`config.mk`:
```
export PLATFORM = sky130hd
export DESIGN_NAME = vga_pixel_fetch_flat
export DESIGN_NICKNAME = d
export VERILOG_FILES = /design/src/rtl/vga_pixel_fetch_if.sv /design/src/rtl/vga_pixel_fetch.sv /design/src/flat_wrapper.sv
export SDC_FILE = /design/constraint.sdc
export NUM_CORES = 1
export LEC_CHECK = 0
export CAP_MARGIN = 25
export CELL_PAD_IN_SITES_DETAIL_PLACEMENT = 1
export CELL_PAD_IN_SITES_GLOBAL_PLACEMENT = 1
export CORE_MARGIN = 2
export CORE_UTILIZATION = 40
export DETAILED_ROUTE_END_ITERATION = 8
export PLACE_DENSITY_LB_ADDON = 0.1
export SLEW_MARGIN = 20
export SYNTH_ARGS = -nofsm -noshare
export SYNTH_HDL_FRONTEND = slang
export SYNTH_SLANG_ARGS = --single-unit
export TNS_END_PERCENT = 100
```
`constraint.sdc`:
```
create_clock -name vga_clk -period 3.58 [get_ports vga_clk]
set_input_delay 0.716 -clock vga_clk [delete_from_list [all_inputs] [get_ports vga_clk]]
set_output_delay 0.716 -clock vga_clk [all_outputs]
set_load 0.05 [all_outputs]
```
`src/rtl/vga_pixel_fetch_if.sv`:
```
// vga_pixel_fetch_if: driver-side pixel handshake and framebuffer read port of the pixel fetcher.
interface vga_pixel_fetch_if #(parameter int ADDR_W = 19, PIX_W = 12, LVL_W = 5);
  logic frame_start, pix_req, pix_valid, fb_rd, underflow;
  logic [PIX_W-1:0] pix_data, fb_rdata;
  logic [ADDR_W-1:0] fb_addr;
  logic [LVL_W-1:0] fifo_level;
  modport master (output frame_start, pix_req, fb_rdata,
                  input pix_data, pix_valid, fb_rd, fb_addr, fifo_level, underflow);
  modport slave (input frame_start, pix_req, fb_rdata,
                 output pix_data, pix_valid, fb_rd, fb_addr, fifo_level, underflow);
endinterface

```
`src/rtl/vga_pixel_fetch.sv`:
```
// vga_pixel_fetch: prefetches framebuffer pixels in raster order into a FIFO and hands one per request.
module vga_pixel_fetch #(
  parameter int H_VISIBLE_AREA = 800,
  parameter int V_VISIBLE_AREA = 600,
  parameter int FRAME_PIXELS = H_VISIBLE_AREA * V_VISIBLE_AREA,
  parameter int ADDR_W = $clog2(FRAME_PIXELS),
  parameter int PIX_W = 12,
  parameter int RD_LATENCY = 2,
  parameter int FIFO_DEPTH = 16
) (
  input logic vga_clk,
  input logic reset,
  vga_pixel_fetch_if.slave bus
);
  localparam int LW = $clog2(FIFO_DEPTH) + 1;
  localparam int PW = $clog2(FIFO_DEPTH);
  logic [PIX_W-1:0] mem [FIFO_DEPTH];
  logic [PW-1:0] wr_ptr, rd_ptr;
  logic [LW-1:0] level;
  logic [RD_LATENCY-1:0] inflight;
  logic [ADDR_W-1:0] addr;
  logic [PIX_W-1:0] pix_data;
  logic [LW:0] credit;
  logic done, rd, push, pop, last, pix_valid, underflow;
  // Occupancy plus outstanding reads bounds the FIFO, so a returning read always has room.
  always_comb begin
    credit = {1'b0, level};
    for (int i = 0; i < RD_LATENCY; i++) credit = credit + (LW+1)'(inflight[i]);
  end
  assign rd = !reset && !bus.frame_start && !done && credit < (LW+1)'(FIFO_DEPTH);
  assign push = inflight[RD_LATENCY-1];
  assign pop = bus.pix_req && level != '0;
  assign last = addr == ADDR_W'(FRAME_PIXELS - 1);
  assign bus.fb_rd = rd;
  assign bus.fb_addr = addr;
  assign bus.fifo_level = level;
  assign bus.pix_data = pix_data;
  assign bus.pix_valid = pix_valid;
  assign bus.underflow = underflow;
  always_ff @(posedge vga_clk or posedge reset)
    if (reset) begin
      wr_ptr <= '0;
      rd_ptr <= '0;
      level <= '0;
      inflight <= '0;
      addr <= '0;
      done <= 1'b0;
      pix_data <= '0;
      pix_valid <= 1'b0;
      underflow <= 1'b0;
    end else if (bus.frame_start) begin
      wr_ptr <= '0;
      rd_ptr <= '0;
      level <= '0;
      inflight <= '0;
      addr <= '0;
      done <= 1'b0;
      pix_valid <= 1'b0;
    end else begin
      inflight <= RD_LATENCY'({inflight, rd});
      if (rd) begin
        addr <= last ? addr : addr + ADDR_W'(1);
        done <= last;
      end
      if (push) wr_ptr <= wr_ptr + PW'(1);
      if (pop) rd_ptr <= rd_ptr + PW'(1);
      level <= level + LW'(push) - LW'(pop);
      pix_valid <= pop;
      if (bus.pix_req) pix_data <= pop ? mem[rd_ptr] : '0;
      if (bus.pix_req && !pop) underflow <= 1'b1;
    end
  always_ff @(posedge vga_clk)
    if (push && !bus.frame_start) mem[wr_ptr] <= bus.fb_rdata;
endmodule
```
`src/flat_wrapper.sv`:
```
// flat-port wrapper written by rule: the top's interface ports become plain ports
module vga_pixel_fetch_flat 
#(
  parameter int H_VISIBLE_AREA = 800,
  parameter int V_VISIBLE_AREA = 600,
  parameter int FRAME_PIXELS = H_VISIBLE_AREA * V_VISIBLE_AREA,
  parameter int ADDR_W = $clog2(FRAME_PIXELS),
  parameter int PIX_W = 12,
  parameter int RD_LATENCY = 2,
  parameter int FIFO_DEPTH = 16
)
  (vga_clk, reset, bus_frame_start, bus_pix_req, bus_fb_rdata, bus_pix_data, bus_pix_valid, bus_fb_rd, bus_fb_addr, bus_fifo_level, bus_underflow);
  vga_pixel_fetch_if #(.ADDR_W(ADDR_W), .PIX_W(PIX_W)) bus_i ();
  input logic vga_clk;
  input logic reset;
  input wire logic [$bits(bus_i.frame_start)-1:0] bus_frame_start;
  input wire logic [$bits(bus_i.pix_req)-1:0] bus_pix_req;
  input wire logic [$bits(bus_i.fb_rdata)-1:0] bus_fb_rdata;
  output wire logic [$bits(bus_i.pix_data)-1:0] bus_pix_data;
  output wire logic [$bits(bus_i.pix_valid)-1:0] bus_pix_valid;
  output wire logic [$bits(bus_i.fb_rd)-1:0] bus_fb_rd;
  output wire logic [$bits(bus_i.fb_addr)-1:0] bus_fb_addr;
  output wire logic [$bits(bus_i.fifo_level)-1:0] bus_fifo_level;
  output wire logic [$bits(bus_i.underflow)-1:0] bus_underflow;
  assign bus_i.frame_start = bus_frame_start;
  assign bus_i.pix_req = bus_pix_req;
  assign bus_i.fb_rdata = bus_fb_rdata;
  assign bus_pix_data = bus_i.pix_data;
  assign bus_pix_valid = bus_i.pix_valid;
  assign bus_fb_rd = bus_i.fb_rd;
  assign bus_fb_addr = bus_i.fb_addr;
  assign bus_fifo_level = bus_i.fifo_level;
  assign bus_underflow = bus_i.underflow;
  vga_pixel_fetch #(.H_VISIBLE_AREA(H_VISIBLE_AREA), .V_VISIBLE_AREA(V_VISIBLE_AREA), .FRAME_PIXELS(FRAME_PIXELS), .ADDR_W(ADDR_W), .PIX_W(PIX_W), .RD_LATENCY(RD_LATENCY), .FIFO_DEPTH(FIFO_DEPTH)) u_core (.vga_clk(vga_clk), .reset(reset), .bus(bus_i));
endmodule
```
# Word-level counts from Yosys, hierarchy flattened
# Memory sizes are Yosys's and may differ from the RTL's.
# Cells that the tools add are included.
[op_classes]
addsub = 7
n_mul = 0
div_mod_pow = 0
n_lt_le_gt_ge = 1
n_eq_ne = 2
shift = 0
mux = 15
bitwise_logic = 1
reduce_logical = 17
[ops]
columns = ["op", "n"]
rows = [
  ["19-bit two-way mux", 3],
  ["19-bit by 1-bit adder with 19-bit output (second input constant)", 1],
  ["19-bit equality test (second input constant)", 1],
  ["4-bit two-way mux", 4],
  ["12-bit two-way mux", 1],
  ["4-bit by 1-bit adder with 4-bit output (second input constant)", 2],
  ["5-bit by 1-bit adder with 6-bit output", 1],
  ["6-bit by 1-bit adder with 6-bit output", 1],
  ["1-bit logical AND", 6],
  ["6-bit by 5-bit < comparator with 1-bit output (second input constant)", 1],
  ["2-bit AND reduction", 3],
  ["2-bit nonzero test", 3],
  ["5-bit by 1-bit adder with 5-bit output", 1],
  ["1-bit two-way mux", 5],
  ["5-bit two-way mux", 1],
  ["5-bit nonzero test", 1],
  ["5-bit by 1-bit subtractor with 5-bit output", 1],
  ["1-bit zero test", 4],
  ["2-bit two-way mux", 1],
  ["2-bit inequality test (second input constant)", 1],
  ["1-bit inverter", 1],
]
[totals]
ff_bits = 49
latch_bits = 0
mem_bits_rw = 192
mem_bits_ro = 0
out_inout_bits = 39
word_cells = 53
memories = 1
[mem_list]
columns = ["name", "depth", "word_bits", "read_ports", "rd_ports_with_merged_regs", "write_ports", "line_no", "text"]
rows = [
  ["u_core.mem", 16, 12, 1, 0, 1, "vga_pixel_fetch.sv:17", "logic [PIX_W-1:0] mem [FIFO_DEPTH];"],
]

# Logic depth before layout (Yosys ltp)
# Gate-level depths: netlist of the first run.
[logic_depth]
word_depth = 6
depth_mapped = 15

# Worst setup path before layout of the first run
# OpenSTA, ideal clock, no wires.
[synth_timing]
path_kind = "flip-flop to output port"
startpoint = "register u_core.level[0] (netlist: u_core.bus.fifo_level[0])"
endpoint = "output bus_fb_rd"
arrival_ns = 2.744
path_slack_ns = 0.120
path_stages_with_launch = 6
cell_sequence = "dfrtp_1 > ha_1 > a21o_1 > a41oi_1 > or3_1 > nor3_1"
[synth_via]
elab_chain_len = 4
[synth_rtl]
columns = ["item", "line_no", "text"]
rows = [
  ["start, declared", "vga_pixel_fetch.sv:19", "logic [LW-1:0] level;"],
  ["start signal, assigned", "vga_pixel_fetch.sv:67", "level <= level + LW'(push) - LW'(pop);"],
  ["5-bit by 1-bit adder with 6-bit output", "vga_pixel_fetch.sv:28", "for (int i = 0; i < RD_LATENCY; i++) credit = credit + (LW+1)'(inflight[i]);"],
  ["6-bit by 1-bit adder with 6-bit output", "vga_pixel_fetch.sv:28", ""],
  ["6-bit by 5-bit < comparator with 1-bit output", "vga_pixel_fetch.sv:30", "assign rd = !reset && !bus.frame_start && !done && credit < (LW+1)'(FIFO_DEPTH);"],
  ["1-bit logical AND", "vga_pixel_fetch.sv:30", ""],
  ["end, declared", "flat_wrapper.sv:21", "output wire logic [$bits(bus_i.fb_rd)-1:0] bus_fb_rd;"],
]
# No other way between the ends.

# Worst setup path in the final report of the first run
# Same ends and word-level chain as after synthesis.

==> summary.txt, run 1 <==
Outcome
  – Status: finished, final reports clean

Yosys
  – Yosys Warn Count: 0
  – Post-synthesis sequential area ratio: 70.4%
  – Ys async rst share: between 20 and 25%
  – Synth Flop Type: edfxtp_1
  – Post-Syn Area: 9920 um^2
  – Yosys top cell area share: approximately three fifths
  – Unique cell type count in the Yosys netlist: slightly below 50
  – Seq cells post-synth: about 240
  – Syn_nets: 609
  – Synth cell count leaders: edfxtp_1, dfrtp_1, mux4_2
  – Syn Area/Cell: 17.2 um^2
  – Post-Synthesis Cells: 576
  – Most common cell in the synthesized netlist: edfxtp_1
  – Post-synth top area cell: edfxtp_1
  – Top post-synthesis cells by area: edfxtp_1, dfrtp_1, mux4_2
  – Number of enable flip-flop cells after synthesis: 192

Placement
  – DPL Wire Length: 13.8 mm
  – GPL Wtd Cong: 0.753
  – Count of buffers from port buffering: 54

Die
  – DIE AREA: 26100 um^2
  – Core area: 24300 um^2
  – Height of the die: 162 um
  – Initial core utilization: 40.8%
  – IO Pins: 55
  – Die width: 162 um
  – Row cnt: 57

Clock tree
  – H-tree levels: 1
  – TritonCTS buffer count: 27
  – Sink Count: 241
  – Bufs on Longest Clock Path: 3
  – Setup Buffers After CTS: 0
  – CTS resizes: 0
  – Hold-fix buffer count after cts: 0
  – CTS clk-pin slew, worst paths: ~0.060 ns
  – TritonCTS clock tree: yes
  – Worst skew pair latency: 0.54 ns
  – Clk root buf: clkbuf_16

Job
  – Max Cap Viol: 0

Critical path
  – CP endpoint kind: primary output
  – Crit Path Class: reg2out
  – Data arrival, critical path: roughly 2.6 ns
  – Worst Setup Start Kind: register
  – Req. time, crit path: between 2 and 3 ns
  – Crit Path Max Fanout: 6

Layout
  – Nets: 688
  – Ant. Diodes: 0
  – Layout area overhead: 20.0%
  – Fillers: roughly 2300
  – Multi-input combinational cell area: 2820 um^2
  – Layout cells sized above 1: between 20 and 25%
  – Final Core Density: roughly half
  – Sequential Area: 6990 um^2

Drt
  – 1st-iter DRT viols: 401
  – Routed WL: 22.5 mm
  – Drt pass-1 iters: 5
  – Vias/cell: 5.40
  – Vias: roughly 5400
  – Post-route ant nets: 0
  – Drt wl/cell: 22.5 um
  – DRC Markers: 0

Power
  – Design Power: 7.73 mW
  – Worst vdd ir: 483 uV
  – Pwr Density: 649 nW/um^2
  – Leak: 4.01 nW

STA
  – Actual slew at the worst max-slew pin: around 0.91 ns
  – Setup_tns: 0 ns
  – Endpoints failing setup: 0
  – Slew margin rel.: 39.4%
  – Final Slew Violations: 0
  – Clk_skew: 0.0113 ns
  – Tcrit/Tclk final: 91.3%
  – Max Fclk: 306 MHz
  – Final Hold Viols: 0
  – Post-layout min period: 3.27 ns
  – RSZ-0062 raised after global routing: no

GRT
  – Number of global-route vias before repair: 5984
  – GR Overflow Total: 0
  – Initial antenna violation count: 0
  – GRT Resource Usage Total: between 10% and 20%
  – Largest net degree at the start of global routing: 51
  – First-pass GRT wire length: 35.5 mm

Min path
  – Type of the tightest min-delay check: reg2reg
## report_power, final
part | total [mW] | switching (mW) | internal (mW)
clock | 2.67 | 1.11 | 1.56
sequential | 3.29 | 0.145 | 3.14
combinational | 1.77 | 0.983 | 0.790
## critical path, stage by stage (launching register included)
cell,delay (ns)
dfrtp_1,0.43
ha_1,0.32
a21o_1,0.14
a41oi_1,0.28
or3_1,0.44
nor3_1,0.17
buf_4,0.23
## state kept, by name, indices dropped and copies added, names as in the netlist
register               cells
u_core.bus.fb_addr        19
u_core.bus.fifo_level      5
u_core.bus.pix_data       12
u_core.bus.pix_valid       1
u_core.bus.underflow       1
u_core.done                1
u_core.inflight            2
u_core.mem               192
u_core.rd_ptr              4
u_core.wr_ptr              4
## layer usage
layer | global-route usage [%] | vias up | part of all wire (%)
met2 | 32.8 | 112 | 53
met3 | 2.65 | 38 | 4.5
met5 | 0 | - | 0
met1 | 22.4 | 2818 | 41
met4 | 4.63 | 0 | 2.3
li1 | - | 2429 | -
## layout by cell type (no fill, tap or decap), drive strengths merged, types with 6 or more instances in the layout
| master | netlist | routed |
|---|---|---|
| xnor2 | 15 | 15 |
| clkbuf | 20 | 35 |
| nor2 | 27 | 27 |
| nor4 | 6 | 6 |
| buf | 11 | 29 |
| dfrtp | 49 | 49 |
| ha | 16 | 16 |
| nand3 | 10 | 10 |
| clkdlybuf4s50 | 0 | 52 |
| a222oi | 12 | 12 |
| clkinv | 0 | 12 |
| mux4 | 48 | 48 |
| mux2 | 12 | 12 |
| edfxtp | 192 | 192 |
| inv | 17 | 18 |
| nor2b | 6 | 6 |
| o21ai | 8 | 8 |
| a21oi | 10 | 10 |
| nor3 | 14 | 14 |
| nand2 | 42 | 42 |
## cells by family (layout without fill, tap and decap cells)
logic type	count (synthesis)	in the layout	synth area share [%]
buf+inv	48	148	2.00
compound gates	48	48	3.76
fa+ha+maj	17	17	2.22
flops	241	241	70.4
simple gates	139	139	7.25
xor+xnor	20	20	1.77
mux	63	63	12.6
## path summary, 6_finish.rpt
path,startpoint,endpoint,slack [ns],cells after the start
max,u_core.bus.fifo_level[0],bus_fb_rd,0.31,6
min,u_core.bus.underflow,u_core.bus.underflow,0.48,1
max reg2reg,u_core.bus.fifo_level[2],u_core.bus.fifo_level[4],0.60,15
min reg2reg,u_core.bus.underflow,u_core.bus.underflow,0.48,1
max in group asynchronous,reset,u_core.rd_ptr[1],2.24,3
min in group asynchronous,reset,u_core.bus.pix_data[4],0.84,3
## area by class of cell
class	instances	share of cell area, %
timing repair buffer	81	6.39
clock buffer	35	6.36
sequential	241	58.7
multi-input combinational	287	23.7
clock inverter	15	0.925
inverter	17	0.536
tap	324	3.40
## through the flow
| step | hold slack (ns) | cell area, um^2 | cells | worst slack [ns] |
|---|---|---|---|---|
| 4_1_cts | 0.496 | 11900 | 1000 | 0.313 |
| 3_3_place_gp | 0.474 | 11000 | 950 | 0.489 |
| 6_report | 0.484 | 11900 | 1000 | 0.313 |
| 2_1_floorplan | 0.487 | 9920 | 576 | 0.120 |
| 3_5_place_dp | 0.484 | 11000 | 950 | 0.406 |
| 5_1_grt | 0.502 | 11900 | 1000 | 0.180 |
No activity file was read; power rests on OpenSTA's default activity.
==> run 2, diff against run 1 <==
--- a/config.mk
+++ b/config.mk
@@ -6,10 +6,11 @@
 export NUM_CORES = 1
 export LEC_CHECK = 0
 export CAP_MARGIN = 25
-export CELL_PAD_IN_SITES_DETAIL_PLACEMENT = 1
-export CELL_PAD_IN_SITES_GLOBAL_PLACEMENT = 1
+export CELL_PAD_IN_SITES_DETAIL_PLACEMENT = 0
+export CELL_PAD_IN_SITES_GLOBAL_PLACEMENT = 2
 export CORE_MARGIN = 2
 export CORE_UTILIZATION = 40
+export CTS_BUF_LIST = sky130_fd_sc_hd__clkbuf_4
 export DETAILED_ROUTE_END_ITERATION = 8
 export PLACE_DENSITY_LB_ADDON = 0.1
 export SLEW_MARGIN = 20
==> summary.txt, run 2 (synthesis results as in run 1) <==
Outcome
  – Status: finished, final reports clean (unchanged)

Power
  – Share of power burned in registers: 45.3% (was 42.5%)
  – Leak: 4.04 nW (was 4.01 nW)
  – Comb power frac: 23.2% (was 22.9%)
  – Switching Share: 30.1% (was 28.9%)
  – Clock power frac: 31.5% (was 34.5%)
  – Pwr Density: 623 nW/um^2 (was 649 nW/um^2)
  – Worst vdd ir: 263 uV (was 483 uV)
  – Design internal power: 5.16 mW (was 5.50 mW)
  – Psw: 2.22 mW (was 2.23 mW)

Die
  – Row cnt: 57 (unchanged)
  – DIE AREA: 26100 um^2 (unchanged)
  – IO Pins: 55 (unchanged)
  – Core area: 24300 um^2 (unchanged)
  – Die width: 162 um (unchanged)
  – Height of the die: 162 um (unchanged)
  – Initial core utilization: 40.8% (unchanged)

Layout
  – Top reg by flops: u_core.mem (unchanged)
  – Max FFs per register: 192 (unchanged)
  – Most common cell after layout, fill and taps aside: edfxtp_1 (unchanged)
  – Fillers: 2070 (was 2274)
  – Final Core Density: 48.8% (was 49.0%)
  – Nets: 720 (was 688)
  – Layout area overhead: 19.5% (was 20.0%)
  – Most frequent cells in the layout: edfxtp_1, clkbuf_4, clkdlybuf4s50_1 (was edfxtp_1, clkdlybuf4s50_1, mux4_2)
  – Layout cells sized above 1: 27.7% (was 22.2%)

Job
  – Max Cap Viol: 0 (unchanged)

STA
  – Setup WS post-layout: 0.187 ns (was 0.313 ns)
  – Tcrit/Tclk final: 94.8% (was 91.3%)
  – Clk_skew: 0.0304 ns (was 0.0113 ns)
  – Max Fclk: 295 MHz (was 306 MHz)
  – RSZ-0062 raised after global routing: no (unchanged)
  – Actual slew at the worst max-slew pin: 1.02 ns (was 0.910 ns)
  – Endpoints failing setup: 0 (unchanged)
  – Slew margin rel.: 32.0% (was 39.4%)
  – Post-layout min period: 3.39 ns (was 3.27 ns)
  – Setup_tns: 0 ns (unchanged)
  – Final Hold Viols: 0 (unchanged)
  – Final Slew Violations: 0 (unchanged)
  – Worst hold-check slack: 0.476 ns (was 0.484 ns)

Clock tree
  – CTS clk-pin slew, worst paths: 0.06 ns (about the same)
  – Clk root buf: clkbuf_4 (was clkbuf_16)
  – TritonCTS clock tree: yes (unchanged)
  – Hold-fix buffer count after cts: 0 (unchanged)
  – H-tree levels: 2 (was 1)
  – Setup Buffers After CTS: 0 (unchanged)
  – TritonCTS buffer count: 61 (was 27)
  – Bufs on Longest Clock Path: 3 (unchanged)
  – Sink Count: 241 (unchanged)
  – Worst skew pair latency: 0.70 ns (was 0.54 ns)

Critical path
  – Crit Path Class: reg2out (unchanged)
  – Req. time, crit path: 2.86 ns (about the same)
  – Worst Setup Start Kind: register (unchanged)
  – CP endpoint kind: primary output (unchanged)
  – Crit Path Max Fanout: 11 (was 6)
  – Data arrival, critical path: 2.68 ns (was 2.55 ns)

Drt
  – Drt wl/cell: 20.8 um (was 22.5 um)
  – Routed WL: 22.1 mm (was 22.5 mm)
  – Met2 WL: 10.3 mm (was 11.8 mm)
  – Routed met3 length: 1.16 mm (was 1.01 mm)
  – Vias/cell: 5.23 (was 5.40)
  – Post-route ant nets: 0 (unchanged)
  – DRC Markers: 0 (unchanged)
  – Max layer used: met4 (unchanged)
  – 1st-iter DRT viols: 414 (was 401)
  – Vias: 5573 (was 5397)
  – M1 WL: 10.4 mm (was 9.10 mm)
  – Drt pass-1 iters: 5 (unchanged)

GRT
  – First-pass GRT wire length: 34.1 mm (was 35.5 mm)
  – GRT Resource Usage Total: 17.5% (was 18.0%)
  – Initial antenna violation count: 1 (was 0)
  – Number of global-route vias before repair: 5898 (was 5984)
  – Largest net degree at the start of global routing: 50 (was 51)
  – GR Overflow Total: 0 (unchanged)

Placement
  – Pre-CTS setup slack: 0.361 ns (was 0.406 ns)
  – Count of buffers from port buffering: 54 (unchanged)
  – GPL Wtd Cong: 0.752 (was 0.753)
  – DPL Wire Length: 13.0 mm (was 13.8 mm)

Min path
  – Type of the tightest min-delay check: in2reg (was reg2reg)
## run 2: power by group through the flow
stage | Sequential (mW) | Clock, mW | Combinational [mW]
after floorplan | 3.62 | 0 | 0.960
after global placement | 3.40 | 0 | 1.71
after detailed placement | 3.41 | 0 | 1.72
after CTS | 3.35 | 2.42 | 1.73
after global routing | 3.37 | 2.57 | 1.85
final | 3.34 | 2.33 | 1.72
## run 2: what timing repair did
action | in CTS | in global routing
endpoints found under the setup margin | 1 | 1
gates resized for setup | 1 | 4
cloned | 0 | 0
## run 2: metrics by stage
step           std cells  power [mW]  instance area [um^2]
2_1_floorplan        576        4.58                  9920
3_3_place_gp         948        5.11                 11000
3_5_place_dp         948        5.13                 11000
4_1_cts             1064        7.50                 11800
5_1_grt             1065        7.79                 11900
6_report            1065        7.39                 11900
## run 2: path summary, 6_finish.rpt
| kind | start | to | slack (ns) | depth (start not counted) |
|---|---|---|---|---|
| worst max-delay path | u_core.inflight[1] | bus_fb_rd | 0.19 | 6 |
| min in group asynchronous | reset | u_core.bus.fb_addr[5] | 0.69 | 3 |
| worst min register to register | u_core.bus.underflow | u_core.bus.underflow | 0.50 | 1 |
| worst max register to register | u_core.bus.fifo_level[2] | u_core.bus.fifo_level[4] | 0.53 | 15 |
| worst min-delay path | bus_frame_start | u_core.bus.pix_valid | 0.48 | 3 |
| max in group asynchronous | reset | u_core.bus.fifo_level[1] | 2.37 | 3 |
## run 2: worst max-delay path, stage by stage, from the launching register on
cell and delay, ns:
dfrtp_2 0.50, ha_1 0.32, a21oi_1 0.23, nor3_2 0.14, or3_1 0.40, nor3_1 0.17
buf_4 0.23
## run 2: layer usage
metal / GRT usage, % / up-vias
met5: 0 / -
li1: - / 2536
met4: 5.56 / 0
met1: 24.8 / 2843
met3: 3.90 / 35
met2: 27.1 / 159
## run 2: layout make-up
class,count,area [um^2],share of cell area (%)
tap,324,405,3.42
clock inverter,27,141,1.19
clock buffer,89,668,5.63
timing repair buffer,79,746,6.29
inverter,17,63.8,0.538
multi-input combinational,287,2840,23.9
sequential,241,7000,59.0
antenna,1,2.50,0.0211
